--- config.mk ---
export PLATFORM = sky130hd
export DESIGN_NAME = fetch_stage
export DESIGN_NICKNAME = d
export VERILOG_FILES = /design/src/rtl/cpu_pkg.sv /design/src/rtl/fetch_skid.sv /design/src/rtl/fetch_stage.sv
export SDC_FILE = /design/constraint.sdc
export NUM_CORES = 1
export LEC_CHECK = 0
export BUFFER_PORTS_ARGS = -buffer_cell sky130_fd_sc_hd__buf_4
export CORE_MARGIN = 2
export CORE_UTILIZATION = 35
export DETAILED_ROUTE_END_ITERATION = 6
export PLACE_DENSITY = 0.62
export SETUP_SLACK_MARGIN = 0.02
export SLEW_MARGIN = 40
export SYNTH_ARGS = -nofsm -noshare
export SYNTH_HDL_FRONTEND = slang
export SYNTH_SLANG_ARGS = --single-unit
--- constraint.sdc ---
create_clock -name clock -period 2.54 [get_ports clock]
set_clock_uncertainty 0.05 [all_clocks]
set_input_delay 0.127 -clock clock [delete_from_list [all_inputs] [get_ports clock]]
set_output_delay 0.127 -clock clock [all_outputs]
set_load 0.05 [all_outputs]
--- src/rtl/cpu_pkg.sv ---
// cpu_pkg: shared CPU constants.
//   - 4-bit opcode encodings (instr[3:0]); OP_SHIFT / OP_ORI decode on 3 bits.
//   - fetch_state_e: fetch-stage FSM states (RUN / SQUASH / HALT).
//   - is_stop(): helper recognising the stop opcode.
package cpu_pkg;

  localparam logic [3:0] OP_LOAD  = 4'h0;
  localparam logic [3:0] OP_STOP  = 4'h1;
  localparam logic [3:0] OP_STORE = 4'h2;
  localparam logic [3:0] OP_ADD   = 4'h4;
  localparam logic [3:0] OP_SUB   = 4'h6;
  localparam logic [3:0] OP_NAND  = 4'h8;
  localparam logic [3:0] OP_NOP   = 4'hA;
  localparam logic [2:0] OP_SHIFT = 3'd3;
  localparam logic [2:0] OP_ORI   = 3'd7;

  typedef enum logic [1:0] {
    FS_RUN    = 2'd0,
    FS_SQUASH = 2'd1,
    FS_HALT   = 2'd2
  } fetch_state_e;

  function automatic logic is_stop(input logic [3:0] opcode);
    return opcode == OP_STOP;
  endfunction

endpackage

--- src/rtl/fetch_skid.sv ---
// fetch_skid: one-entry {instr, pc, valid} holding buffer for the fetch stage.
// Ports:
//   clock, reset          rising-edge clock, synchronous active-high reset
//   push, in_instr, in_pc capture a word (push together with pop replaces the entry)
//   pop                   entry consumed this cycle
//   flush                 discard the entry (wins over push/pop)
//   out_instr/out_pc/out_valid  current entry
module fetch_skid #(
  parameter int unsigned ADDR_W  = 8,
  parameter int unsigned INSTR_W = 8
) (
  input  logic               clock,
  input  logic               reset,
  input  logic               push,
  input  logic               pop,
  input  logic               flush,
  input  logic [INSTR_W-1:0] in_instr,
  input  logic [ADDR_W-1:0]  in_pc,
  output logic [INSTR_W-1:0] out_instr,
  output logic [ADDR_W-1:0]  out_pc,
  output logic               out_valid
);

  logic               valid_q, valid_d;
  logic [INSTR_W-1:0] instr_q, instr_d;
  logic [ADDR_W-1:0]  pc_q, pc_d;

  always_comb begin
    valid_d = valid_q;
    instr_d = instr_q;
    pc_d    = pc_q;
    if (flush) begin
      valid_d = 1'b0;
    end else if (push) begin
      valid_d = 1'b1;
      instr_d = in_instr;
      pc_d    = in_pc;
    end else if (pop) begin
      valid_d = 1'b0;
    end
  end

  always_ff @(posedge clock) begin
    if (reset) begin
      valid_q <= 1'b0;
      instr_q <= '0;
      pc_q    <= '0;
    end else begin
      valid_q <= valid_d;
      instr_q <= instr_d;
      pc_q    <= pc_d;
    end
  end

  assign out_instr = instr_q;
  assign out_pc    = pc_q;
  assign out_valid = valid_q;

endmodule

--- src/rtl/fetch_stage.sv ---
// fetch_stage: instruction fetch feeding the read stage through IR1.
// Drives PC / instruction memory (1-cycle read latency), absorbs read-stage
// stalls in a 1-entry skid buffer, squashes on redirect, halts on the stop opcode.
// Ports:
//   clock, reset                  rising edge, synchronous active-high reset
//   stall                         read stage cannot take IR1 this cycle
//   redirect_valid, redirect_pc   branch-taken pulse and target
//   imem_rd, imem_addr, imem_rdata  instruction memory request / returned word
//   ir1, ir1_pc, ir1_valid        instruction presented to the read stage
//   en_read                       IR1 consumed this cycle
//   halted                        stop instruction held in IR1, fetch frozen
// Optional: FETCH_PERF_CNT_EN adds fetch_cnt (IR1 loads) and stall_cnt
// (stall & ir1_valid cycles), both 16-bit saturating.
module fetch_stage
  import cpu_pkg::*;
#(
  parameter int unsigned ADDR_W  = 8,
  parameter int unsigned INSTR_W = 8
) (
  input  logic               clock,
  input  logic               reset,
  input  logic               stall,
  input  logic               redirect_valid,
  input  logic [ADDR_W-1:0]  redirect_pc,
  output logic               imem_rd,
  output logic [ADDR_W-1:0]  imem_addr,
  input  logic [INSTR_W-1:0] imem_rdata,
  output logic [INSTR_W-1:0] ir1,
  output logic [ADDR_W-1:0]  ir1_pc,
  output logic               ir1_valid,
  output logic               en_read,
  output logic               halted
`ifdef FETCH_PERF_CNT_EN
  ,
  output logic [15:0]        fetch_cnt,
  output logic [15:0]        stall_cnt
`endif
);

  fetch_state_e       state_q, state_d;
  logic [ADDR_W-1:0]  pc_q, pc_d;
  logic [INSTR_W-1:0] ir1_q, ir1_d;
  logic [ADDR_W-1:0]  ir1_pc_q, ir1_pc_d;
  logic               ir1_valid_q, ir1_valid_d;
  logic               inflight_q, inflight_d;
  logic [ADDR_W-1:0]  inflight_pc_q, inflight_pc_d;

  logic               issue, load, ret_valid;
  logic [INSTR_W-1:0] load_instr;
  logic [ADDR_W-1:0]  load_pc;
  logic               skid_push, skid_pop, skid_flush, skid_valid;
  logic [INSTR_W-1:0] skid_instr;
  logic [ADDR_W-1:0]  skid_pc;

  assign en_read = ir1_valid_q & ~stall;

  fetch_skid #(.ADDR_W(ADDR_W), .INSTR_W(INSTR_W)) u_skid (
    .clock     (clock),
    .reset     (reset),
    .push      (skid_push),
    .pop       (skid_pop),
    .flush     (skid_flush),
    .in_instr  (imem_rdata),
    .in_pc     (inflight_pc_q),
    .out_instr (skid_instr),
    .out_pc    (skid_pc),
    .out_valid (skid_valid)
  );

  always_comb begin
    state_d       = state_q;
    pc_d          = pc_q;
    ir1_d         = ir1_q;
    ir1_pc_d      = ir1_pc_q;
    ir1_valid_d   = ir1_valid_q;
    inflight_d    = inflight_q;
    inflight_pc_d = inflight_pc_q;
    issue         = 1'b0;
    load          = 1'b0;
    load_instr    = ir1_q;
    load_pc       = ir1_pc_q;
    skid_push     = 1'b0;
    skid_pop      = 1'b0;
    skid_flush    = 1'b0;
    // Returns are only honoured in RUN; SQUASH and HALT drop them.
    ret_valid     = inflight_q && (state_q == FS_RUN);

    case (state_q)
      FS_RUN: begin
        if (!ir1_valid_q || en_read) begin
          // Skid is older than any returning word, so it drains first.
          if (skid_valid) begin
            load       = 1'b1;
            load_instr = skid_instr;
            load_pc    = skid_pc;
            skid_pop   = 1'b1;
            skid_push  = ret_valid;
          end else if (ret_valid) begin
            load       = 1'b1;
            load_instr = imem_rdata;
            load_pc    = inflight_pc_q;
          end
          ir1_valid_d = load;
        end else begin
          skid_push = ret_valid;
        end
        if (load) begin
          ir1_d    = load_instr;
          ir1_pc_d = load_pc;
        end
        if (load && is_stop(load_instr[3:0])) begin
          state_d    = FS_HALT;
          skid_flush = 1'b1;
          inflight_d = 1'b0;
        end else begin
          issue      = !skid_valid && !(stall && ir1_valid_q && inflight_q);
          inflight_d = issue;
          if (issue) begin
            pc_d          = pc_q + 1'b1;
            inflight_pc_d = pc_q;
          end
        end
      end
      FS_SQUASH: begin
        issue         = 1'b1;
        inflight_d    = 1'b1;
        inflight_pc_d = pc_q;
        pc_d          = pc_q + 1'b1;
        state_d       = FS_RUN;
      end
      FS_HALT: begin
        inflight_d = 1'b0;
      end
      default: begin
        state_d = FS_RUN;
      end
    endcase

    if (redirect_valid) begin
      state_d     = FS_SQUASH;
      pc_d        = redirect_pc;
      ir1_valid_d = 1'b0;
      issue       = 1'b0;
      load        = 1'b0;
      inflight_d  = 1'b0;
      skid_flush  = 1'b1;
      skid_push   = 1'b0;
      skid_pop    = 1'b0;
    end
  end

  always_ff @(posedge clock) begin
    if (reset) begin
      state_q       <= FS_RUN;
      pc_q          <= '0;
      ir1_q         <= '0;
      ir1_pc_q      <= '0;
      ir1_valid_q   <= 1'b0;
      inflight_q    <= 1'b0;
      inflight_pc_q <= '0;
    end else begin
      state_q       <= state_d;
      pc_q          <= pc_d;
      ir1_q         <= ir1_d;
      ir1_pc_q      <= ir1_pc_d;
      ir1_valid_q   <= ir1_valid_d;
      inflight_q    <= inflight_d;
      inflight_pc_q <= inflight_pc_d;
    end
  end

  assign imem_rd   = issue & ~reset;
  assign imem_addr = pc_q;
  assign ir1       = ir1_q;
  assign ir1_pc    = ir1_pc_q;
  assign ir1_valid = ir1_valid_q;
  assign halted    = (state_q == FS_HALT);

`ifdef FETCH_PERF_CNT_EN
  logic [15:0] fetch_cnt_q, fetch_cnt_d, stall_cnt_q, stall_cnt_d;

  always_comb begin
    fetch_cnt_d = fetch_cnt_q;
    stall_cnt_d = stall_cnt_q;
    if (load && (fetch_cnt_q != '1)) fetch_cnt_d = fetch_cnt_q + 16'd1;
    if (stall && ir1_valid_q && (stall_cnt_q != '1)) stall_cnt_d = stall_cnt_q + 16'd1;
  end

  always_ff @(posedge clock) begin
    if (reset) begin
      fetch_cnt_q <= '0;
      stall_cnt_q <= '0;
    end else begin
      fetch_cnt_q <= fetch_cnt_d;
      stall_cnt_q <= stall_cnt_d;
    end
  end

  assign fetch_cnt = fetch_cnt_q;
  assign stall_cnt = stall_cnt_q;
`endif

endmodule

Word-level counts from Yosys, hierarchy flattened
Index checks and enable logic that the tools add are counted.

Input bits: 20. Logic and storage cells: 94. Register bits: 53. Output and inout bits: 28.

Equality and inequality tests: 12. Muxes and demuxes: 37. Reductions and logical operators: 26. Add/subtract/negate cells: 1. Bitwise gates (word level): 6.

Operators with widths (number): 8-bit two-way mux (11); 8-bit one-hot mux with 2 select lines (2); 1-bit two-way mux (20); 2-bit AND reduction (5); 3-bit by 2-bit inequality test with 1-bit output, second input constant (3); 8-bit by 1-bit adder with 8-bit output, second input constant (1); 4-bit AND reduction (2); 2-bit by 1-bit inequality test with 1-bit output, second input constant (3); 3-bit AND reduction (2); 2-bit nonzero test (3); 3-bit nonzero test (2); 1-bit logical AND (5); 4-bit by 1-bit equality test with 1-bit output, second input constant (1); 2-bit inequality test, second input constant (2); 1-bit NOT (4); 2-bit one-hot mux with 2 select lines (1); 2-bit OR reduction (2); 1-bit logical NOT (3); 3-bit inequality test, second input constant (1); 1-bit one-hot mux with 3 select lines (1); 1-bit bitwise AND (2); 2-bit by 1-bit equality test with 1-bit output, second input constant (1); 2-bit equality test, second input constant (1); 2-bit logical NOT (1); 3 further kinds (3).

Depth between registers and ports, before layout
Depth after elaboration: 13. Mapped depth: 10. Mapped depth without buffers: 7.

Hierarchy
From an unflattened synthesis, not the netlist that was laid out.

Cells, all modules: 282. Area, all modules: 2663.8 um^2.

By module, submodules not included: fetch_stage (cells an instance 207, seq. area each 720.7 um^2, times used 1, area an instance 1858.0 um^2); fetch_skid (cells an instance 75, seq. area each 340.3 um^2, times used 1, area an instance 805.8 um^2).

Worst setup path before layout
OpenSTA, ideal clock, no wires.

Path type: reg2out. Start point: register state_q[0]. End point: output port imem_rd. Path buffers: 1. Slack: -0.019 ns. Cell stages (with the launch flop): 9. Required time: 2.363 ns. Arrival: 2.382 ns. Cells stage by stage: dfxtp_1 > inv_1 > ha_1 > clkbuf_8 > nand2_1 > inv_1 > o211ai_1 > a31oi_1 > nor3_1.

Cells in the longest elaborated chain, start to end: 12. Elaborated cells between the ends (all ways): 17. Classes of those cells: 2 x eq/ne; 11 x mux; 1 x bitwise; 3 x reduce/logical.

Ends and longest elaborated chain: start: declaration (RTL line fetch_stage.sv:40) `fetch_state_e state_q, state_d;`; start signal: assignment (RTL line fetch_stage.sv:162) `state_q <= state_d;`; 2-bit logical NOT (RTL line fetch_stage.sv:86, fetch_stage.sv:88); 1-bit logical AND (RTL line fetch_stage.sv:86) `ret_valid = inflight_q && (state_q == FS_RUN);`; 8-bit two-way mux (RTL line fetch_stage.sv:98) `end else if (ret_valid) begin`; 8-bit two-way mux (RTL line fetch_stage.sv:92) `if (skid_valid) begin`; 8-bit two-way mux (RTL line fetch_stage.sv:90) `if (!ir1_valid_q || en_read) begin`; 8-bit two-way mux (RTL line fetch_stage.sv:88) `case (state_q)`; 4-bit by 1-bit equality test with 1-bit output (RTL line cpu_pkg.sv:24) `return opcode == OP_STOP;`; 1-bit logical AND (RTL line fetch_stage.sv:111) `if (load && is_stop(load_instr[3:0])) begin`; 1-bit two-way mux (RTL line fetch_stage.sv:111); 1-bit one-hot mux with 2 select lines * (RTL line fetch_stage.sv:88); 1-bit two-way mux * (RTL line fetch_stage.sv:139) `if (redirect_valid) begin`; 1-bit bitwise AND * (RTL line fetch_stage.sv:172) `assign imem_rd = issue & ~reset;`; end: declaration (RTL line fetch_stage.sv:25) `output logic imem_rd,`.

Every way passes the cells marked *; elsewhere a longest branch is shown, timed or not. The select of a mux whose other input is x is not followed.

Final worst setup path
Same ends and word-level chain as after synthesis.

==> flow_metrics.env <==
export IMPL_power_per_cell_area_nw_per_um2=572
export IMPL_cts_tree="built"
export IMPL_final_max_slew_viol_count=0
export IMPL_dieArea_sq_um=7630
export IMPL_start_util=0.360
export IMPL_yosysSeqAreaShare=0.436
export IMPL_ir_drop_mv=0.266
export IMPL_synth_cell_types=40
export IMPL_final_cells=386
export IMPL_worstHoldEndpoint="u_skid.out_instr[7]"
export IMPL_routed_wl_microns=5160
export IMPL_synth_xor_area_share=0.0252
export IMPL_grt_max_degree=54
export IMPL_rows=30
export IMPL_cap_viol_max_count=0
export IMPL_syn_avg_cell_area_sq_um=9.46
export IMPL_grt_remaining_overflow=0
export IMPL_cts_made_buffers=5
export IMPL_synthesis_area_sq_um=2430
export IMPL_endpoint_kind="output pin"
export IMPL_drtIter0Drc=87
export IMPL_rrSetupSlack_ps=390
export IMPL_insertion_delay_ps=310
export IMPL_core_sq_um=6760
export IMPL_hold_class="in -> reg"
export IMPL_clockBufferDepth=2
export IMPL_cts_resized=0
export IMPL_areaGrowthSynthToFinish_pct=22.2
export IMPL_finalSetupViolations=0
export IMPL_ys_ff_latch=53
export IMPL_numPortBuffers=47
export IMPL_r2r_end="u_skid.out_pc[1]"
export IMPL_antennaDiodeCount=0
export IMPL_r2r_cells=9
export IMPL_utilization=0.440
export IMPL_cp_data_arrival_time_ps=2120
export IMPL_track_usage=0.145
export IMPL_synth_compound_area_frac=0.163
export IMPL_synth_simple_area_share=0.138
export IMPL_dp_cells=374
export IMPL_drive_above_1_share=0.216
export IMPL_synth_edf_count=0
export IMPL_drtAntennaViolNets=0
export IMPL_wl_per_cell_microns=13.4
export IMPL_grt_pass1_wl_microns=8760
export IMPL_period_minus_slack_ps=2300
export IMPL_drt_first_pass_iters=4
export IMPL_dieHeight_microns=87.4
export IMPL_pin_count=48
export IMPL_syn_inst=257
export IMPL_regArea_sq_um=1060
export IMPL_finalSetupTns_ps=0
export IMPL_first_global_vias=1885
export IMPL_cts_htree_levels=2
export IMPL_drc=0
export IMPL_synth_nets=282
export IMPL_synth_ff_type="dfxtp_1"
export IMPL_startpoint_type="register"
export IMPL_slew_headroom=0.632
export IMPL_p_leak_nw=1.30
export IMPL_path_clk_slew_ps=100
export IMPL_rsz0062_at_grt="false"
export IMPL_cts_num_sinks=53
export IMPL_nFillCells=711
export IMPL_min_from="imem_rdata[7]"
export IMPL_die_w_microns=87.4
export IMPL_hold_violations=0
export IMPL_crit_type="reg -> out"
export IMPL_fmax_ghz=0.434
export IMPL_worstReg2RegStart="state_q[0]"
export IMPL_path_max_fanout=7
export IMPL_vias=1972
export IMPL_multi_input_area_sq_um=1230
export IMPL_antenna_found_initial=0
export IMPL_synthAdderAreaFrac=0.0257
export IMPL_hpwlAfterDp_microns=3530
export IMPL_synthMuxAreaShare=0.152
export IMPL_gp_congestion=0.842
export IMPL_avgViaCountPerCell=5.11
export IMPL_fin_nets=330
export IMPL_yosysWarnings=0
export IMPL_worstPathRequired_ps=2360
export IMPL_synth_top_family_by_area="compound AO/OA/AOI/OAI gates"
export IMPL_fin_crit_sh=0.906
export IMPL_outcome="complete, no violations"
export IMPL_holdPathStages=3
export IMPL_tightest_slew_ps=553
export IMPL_root_buffer="clkbuf_8"
export IMPL_synthArstFlopShare=0
-- synth_stat cells (4+ instances only) --
cell      count  share of area
clkbuf_1      9          0.014
xnor2_1       7          0.025
inv_1         7          0.011
buf_1         4         0.0062
dfxtp_1      53           0.44
nor2_1       49          0.076
nand2_1       7          0.011
a21oi_1      12          0.025
mux2i_1      37           0.15
ha_1          5          0.026
a211oi_1     26          0.080
a31oi_1       4          0.010
nor3b_1       4          0.012
-- report_power, final --
part	internal, mW	total [mW]	switching (mW)	leakage (nW)
Sequential	0.868	0.903	0.0353	0.433
Clock	0.195	0.482	0.287	0.0374
Combinational	0.119	0.316	0.197	0.832
Total	1.18	1.70	0.520	1.30
-- critical path, stage by stage, from the launching register on --
cell and delay, ps:
dfxtp_1 390, inv_1 80, ha_1 230, nand2_1 250
inv_1 70, o211ai_1 300, a31oi_1 160, nor3_2 110
buf_4 220
-- cell type report --
class                           instances  area share
Clock buffer                            6      0.0244
Clock inverter                          2     0.00505
Inverter                                8      0.0101
Multi-Input combinational cell        178       0.414
Sequential cell                        53       0.357
Tap cell                               80      0.0337
Timing Repair Buffer                   59       0.156
-- metrics by stage --
stage | hold WS (ps) | instance area [sq um] | total power [mW] | setup slack [ps]
final | 12.4 | 2970 | 1.70 | 238
after CTS | 0.651 | 2970 | 1.73 | 67.2
after global routing | 12.9 | 2970 | 1.78 | 120
after floorplan | 221 | 2440 | 1.13 | 399
after detailed placement | 333 | 2850 | 1.24 | 441
after global placement | 318 | 2850 | 1.24 | 472
-- how the worst max path moves through the flow --
stage                           from  endpoint  slack (ps)  cells after the start
global route              state_q[0]   imem_rd         120                      8
floorplan                 state_q[0]   imem_rd         400                      8
CTS                 u_skid.out_valid   imem_rd          70                      6
finish                    state_q[0]   imem_rd         240                      8
global placement    u_skid.out_valid   imem_rd         470                      6
detailed placement  u_skid.out_valid   imem_rd         440                      6
-- metal layers --
| layer | share of wire | vias to the layer above | routed length [microns] | global-route usage |
|---|---|---|---|---|
| li1 | - | 1011 | - | - |
| met1 | 0.49 | 921 | 2500 | 0.191 |
| met2 | 0.46 | 33 | 2390 | 0.231 |
| met3 | 0.032 | 7 | 166 | 0.0284 |
| met4 | 0.018 | 0 | 95 | 0.0587 |
| met5 | 0 | - | 0 | 0 |
-- cell families after synthesis --
family / count (synthesis)
buffers and inverters: 26
AO/OA/AOI/OAI: 55
AND/OR/NAND/NOR: 74
adder cells (fa/ha/maj): 5
multiplexers: 37
XOR/XNOR: 7
flip-flops: 53
-- placed cells by master, fill, tap and decap left out, types with 2 or more instances in the layout --
cell type / n
buf_4: 55
dfxtp_1: 53
nor2_1: 49
mux2i_1: 37
a211oi_1: 26
a21oi_1: 12
inv_1: 7
nand2_1: 7
xnor2_1: 7
ha_1: 5
clkbuf_8: 5
a31oi_1: 4
nor3b_1: 4
dlygate4sd3_1: 3
or4_1: 2
nand3_1: 2
o21bai_1: 2
and2_1: 2
o21ai_0: 2
clkinvlp_4: 2
-- state kept, by name (all words and copies together) (netlist names) --
signal	flops
imem_addr	8
inflight_pc_q	8
ir1	8
ir1_pc	8
u_skid.out_instr	8
u_skid.out_pc	8
state_q	2
inflight_q	1
ir1_valid	1
u_skid.out_valid	1
-- what timing repair did --
| item | CTS | global route |
|---|---|---|
| endpoints found under the setup margin | 0 | 1 |
| hold endpoints to repair | 3 | 0 |
| hold buffers | 3 | 0 |
| setup buffers | 0 | 1 |
Note: power is estimated with default switching activity, not from simulation.
